==> config.mk <==
export PLATFORM = sky130hd
export DESIGN_NAME = decoder_bcd
export DESIGN_NICKNAME = d
export VERILOG_FILES = /design/src/rtl/decoder_bcd.sv
export SDC_FILE = /design/constraint.sdc
export NUM_CORES = 1
export LEC_CHECK = 0
export ABC_AREA = 1
export CAP_MARGIN = 10
export CORE_MARGIN = 1.5
export CORE_UTILIZATION = 50
export CTS_BUF_LIST = sky130_fd_sc_hd__clkbuf_8
export DETAILED_ROUTE_END_ITERATION = 8
export GPL_ROUTABILITY_DRIVEN = 0
export PLACE_DENSITY = 0.75
export SLEW_MARGIN = 30
export SYNTH_ARGS = -nofsm -noshare
export SYNTH_HDL_FRONTEND = slang
export SYNTH_SLANG_ARGS = --single-unit
==> constraint.sdc <==
create_clock -name clk -period 10.2 [get_ports clk]
set_clock_uncertainty 0.05 [all_clocks]
set_input_delay 2.04 -clock clk [delete_from_list [all_inputs] [get_ports clk]]
set_output_delay 2.04 -clock clk [all_outputs]
set_load 0.05 [all_outputs]
==> src/rtl/decoder_bcd.sv <==
// Switch value to four active-low seven-segment digits: registered input,
// combinational double-dabble conversion, registered segment outputs.
module decoder_bcd #(
    parameter int unsigned N = 10
) (
    input  logic         clk,
    input  logic         rst,
    input  logic [N-1:0] BCD_in_sw,
    output logic [0:6]   D_unidades,
    output logic [0:6]   D_decenas,
    output logic [0:6]   D_centenas,
    output logic [0:6]   D_miles
);

    localparam logic [0:6] SEG_ZERO  = 7'b0000001;
    localparam logic [0:6] SEG_BLANK = 7'b1111111;

    logic [N-1:0] in_q;
    logic [15:0]  bcd;
    logic [N-1:0] bin;

    function automatic logic [0:6] seg7(input logic [3:0] digit);
        logic [0:6] seg;
        case (digit)
            4'd0:    seg = 7'b0000001;
            4'd1:    seg = 7'b1001111;
            4'd2:    seg = 7'b0010010;
            4'd3:    seg = 7'b0000110;
            4'd4:    seg = 7'b1001100;
            4'd5:    seg = 7'b0100100;
            4'd6:    seg = 7'b0100000;
            4'd7:    seg = 7'b0001111;
            4'd8:    seg = 7'b0000000;
            4'd9:    seg = 7'b0000100;
            default: seg = SEG_BLANK;
        endcase
        return seg;
    endfunction

    // Shift-add-3: the binary value is shifted MSB-first into the BCD field,
    // with every nibble of 5 or more corrected by +3 before each shift.
    always_comb begin
        bcd = '0;
        bin = in_q;
        for (int unsigned i = 0; i < N; i++) begin
            for (int unsigned k = 0; k < 4; k++) begin
                if (bcd[4*k +: 4] >= 4'd5) begin
                    bcd[4*k +: 4] = bcd[4*k +: 4] + 4'd3;
                end
            end
            bcd = {bcd[14:0], bin[N-1]};
            bin = bin << 1;
        end
    end

    always_ff @(posedge clk) begin
        if (rst) begin
            in_q       <= '0;
            D_unidades <= SEG_ZERO;
            D_decenas  <= SEG_ZERO;
            D_centenas <= SEG_ZERO;
            D_miles    <= SEG_ZERO;
        end else begin
            in_q       <= BCD_in_sw;
            D_unidades <= seg7(bcd[3:0]);
            D_decenas  <= seg7(bcd[7:4]);
            D_centenas <= seg7(bcd[11:8]);
            D_miles    <= seg7(bcd[15:12]);
        end
    end

endmodule

==> impl_metrics.toml <==
[route]
ant_nets = 0
drt_iter0_markers = 84
wl_um = 5260
via_per_inst = 4.86
wl_per_cell_um = 9.95
drtPass1Iterations = 4
drc = 0
vias = 2572

[clock_tree]
cts.path.max_buffers = 2
ctsHoldBuffers = 0
cts_made_buffers = 5
clkTransAtPathRegs_ns = 0.07
htreeDepth = 2
post_cts_buffers = 0
cts_resized = 0
clk_latency_ns = 0.28
clock_sinks = 32
cts_tree = "yes"
root_buffer = "clkbuf_8"

[yosys]
avgSynthCellArea_um2 = 6.57
seq_area_frac_synth_pct = 23.1
synth_top_area_share_pct = 23.1
async_reset_ff_share_pct = 0
ys_ff_latch = 32
ys_types = 33
yosys-top-cells-count = "105 x nand2_1, 67 x inv_1, 45 x nand3_1"
synth_warnings = 0
synth.most_common_cell = "nand2_1"
ys.flop_type = "dfxtp_1"
synth_top_area_cell = "dfxtp_1"
synth_edf_count = 0
synthesis.area_um2 = 2780
ys_top_cells_by_area = "dfxtp_1 23%, nand2_1 14%, ha_1 9.5%, inv_1 9.1%, nand3_1 8.1%"
synth_cells = 423

[floorplan]
ios = 40
dieArea_um2 = 6010
die_y_um = 77.5
core_um2 = 5240
initial_core_util_pct = 53.0
rows = 26
die_x_um = 77.5

[cells_and_area]
syn_to_final_growth_pct = 17.9
multi_input_area_um2 = 1800
final_area_um2 = 3280
seqCellArea_um2 = 641
n_antenna_cell = 0
final_layout_size_suffix_gt1_share_pct = 18.3
layout.nets = 492
nFillCells = 494

[setup_path]
cp-end-kind = "flip-flop"
crit_required_ns = 10.37
rr_endpoint = "D_centenas[3]"
r2r_cells = 46
cpPeakStageDelay_ns = 0.33
slowest_stage = "dfxtp_1"
cp_data_arrival_time_ns = 6.03
crit_type = "flip-flop to flip-flop"
path_max_fanout = 6
path_common_cell = "nand2_1"
reg2reg_slack_ns = 4.34
r2r-start = "in_q[8]"
start_kind = "flip-flop"

[power]
power_density_nw_per_um2 = 351
netSwitchingFraction_pct = 55.3
p_comb_share_pct = 75.5
p_clk_share_pct = 9.4
power_leakage_nw = 1.77
p_seq_share_pct = 15.1
internal_power_mw = 0.513
p_switching_mw = 0.636
peakVddDrop_mv = 0.198

[grt]
overflow = 0
antenna_found_initial = 0
grt_pass1_vias = 2320
grt_max_degree = 27
grt_util_all_layers_pct = 18.9
grt_pass1_wl_um = 9470

[min_path]
hold_start = "in_q[0]"
min_path_type = "flip-flop to flip-flop"
holdPathEnd = "D_unidades[3]"
hold_depth = 4

[run]
drv_cap = 0

[sta]
tightestPinTransition_ns = 0.512
drv_slew = 0
fin_crit_sh_pct = 57.5
setup_viol = 0
finalSetupTns_ns = 0
max_freq_ghz = 0.171
period_minus_slack_ns = 5.86
slew_headroom_pct = 65.8
grt_setup_unrepaired = "false"
hold_violations = 0

[run_status]
outcome = "finished clean"

[placed_design]
dp_hpwl_um = 4250
placed_cell_area_um2 = 3180
port_buffers = 36
stage by stage:
step                power [mW]  hold slack, ns  cells  setup slack, ns  util [%]
detailed placement        1.04           0.558    522             4.41      60.7
global placement          1.02           0.556    522             4.69      60.7
finish                    1.15           0.576    529             4.34      62.5
floorplan                0.877           0.512    424             4.90         -
global route              1.27           0.611    529             3.77      62.5
CTS                       1.15           0.574    529             4.37      62.5
power by group through the flow:
stage	Combinational (mW)	Sequential (mW)	Clock, mW
4_1_cts	0.868	0.174	0.109
6_report	0.868	0.174	0.108
5_1_grt	0.977	0.177	0.115
3_5_place_dp	0.864	0.177	0
2_1_floorplan	0.586	0.291	0
3_3_place_gp	0.847	0.176	0
cell families (layout without fill, tap and decap cells):
family | after synthesis | after routing | share of synthesized area, %
AND/OR/NAND/NOR | 245 | 245 | 45.1
buffers and inverters | 85 | 120 | 12.3
AO/OA/AOI/OAI | 35 | 35 | 8.78
flip-flops | 32 | 32 | 23.1
adder cells (fa/ha/maj) | 21 | 21 | 9.46
XOR/XNOR | 3 | 3 | 0.946
other | 2 | 3 | 0.270
final cells by class:
type | instances | share of cell area (%)
clock buffers | 7 | 2.94
inverters | 76 | 8.71
multi-input cells | 307 | 54.9
flip-flops and latches | 32 | 19.6
well taps | 70 | 2.67
repair buffers | 37 | 11.2
critical path: cells and delay by family (launching register included):
family          cells  cell delay, ns
compound gates      2            0.40
fa+ha+maj           7            1.45
buf+inv             7            0.44
flops               1            0.33
simple gates       30            3.08
metal layers:
layer / track usage (%) / wire length [um] / vias up
met5: 0 / 0 / -
met4: 6.91 / 65 / 0
met3: 3.29 / 151 / 7
met2: 34.2 / 2460 / 40
met1: 22.0 / 2580 / 1127
li1: - / - / 1398
worst max-delay path by stage:
stage / start / depth (start not counted) / slack (ns) / to
finish: in_q[8] / 46 / 4.34 / D_centenas[3]
global route: in_q[8] / 46 / 3.77 / D_centenas[3]
global placement: in_q[8] / 46 / 4.69 / D_centenas[3]
floorplan: in_q[8] / 45 / 4.90 / D_decenas[3]
detailed placement: in_q[8] / 46 / 4.41 / D_centenas[3]
CTS: in_q[8] / 46 / 4.37 / D_centenas[3]
state kept, by name (all words and copies together) (netlist names):
name        count
in_q           10
D_centenas      7
D_decenas       7
D_unidades      7
D_miles         1
cells in the final DEF, fill, tap and decap left out, types with 2 or more instances in the layout:
cell             synthesis  final
nand2_1                105    105
inv_1                   67     67
nand3_1                 45     45
clkdlybuf4s50_1          0     36
nand2_2                 35     35
dfxtp_1                 32     32
nor2_1                  26     26
ha_1                    21     21
nand3_2                 14     14
a21oi_1                 10     10
inv_2                    8      8
nand2_4                  8      8
nand4_1                  7      7
clkbuf_8                 0      7
o21ai_1                  6      6
a21oi_2                  5      5
o211ai_1                 4      4
xor2_1                   3      3
conb_1                   2      3
o21ai_2                  2      2
nand3b_1                 2      2
o21ai_0                  2      2
o21a_1                   2      2
(Power assumes the default switching activity.)
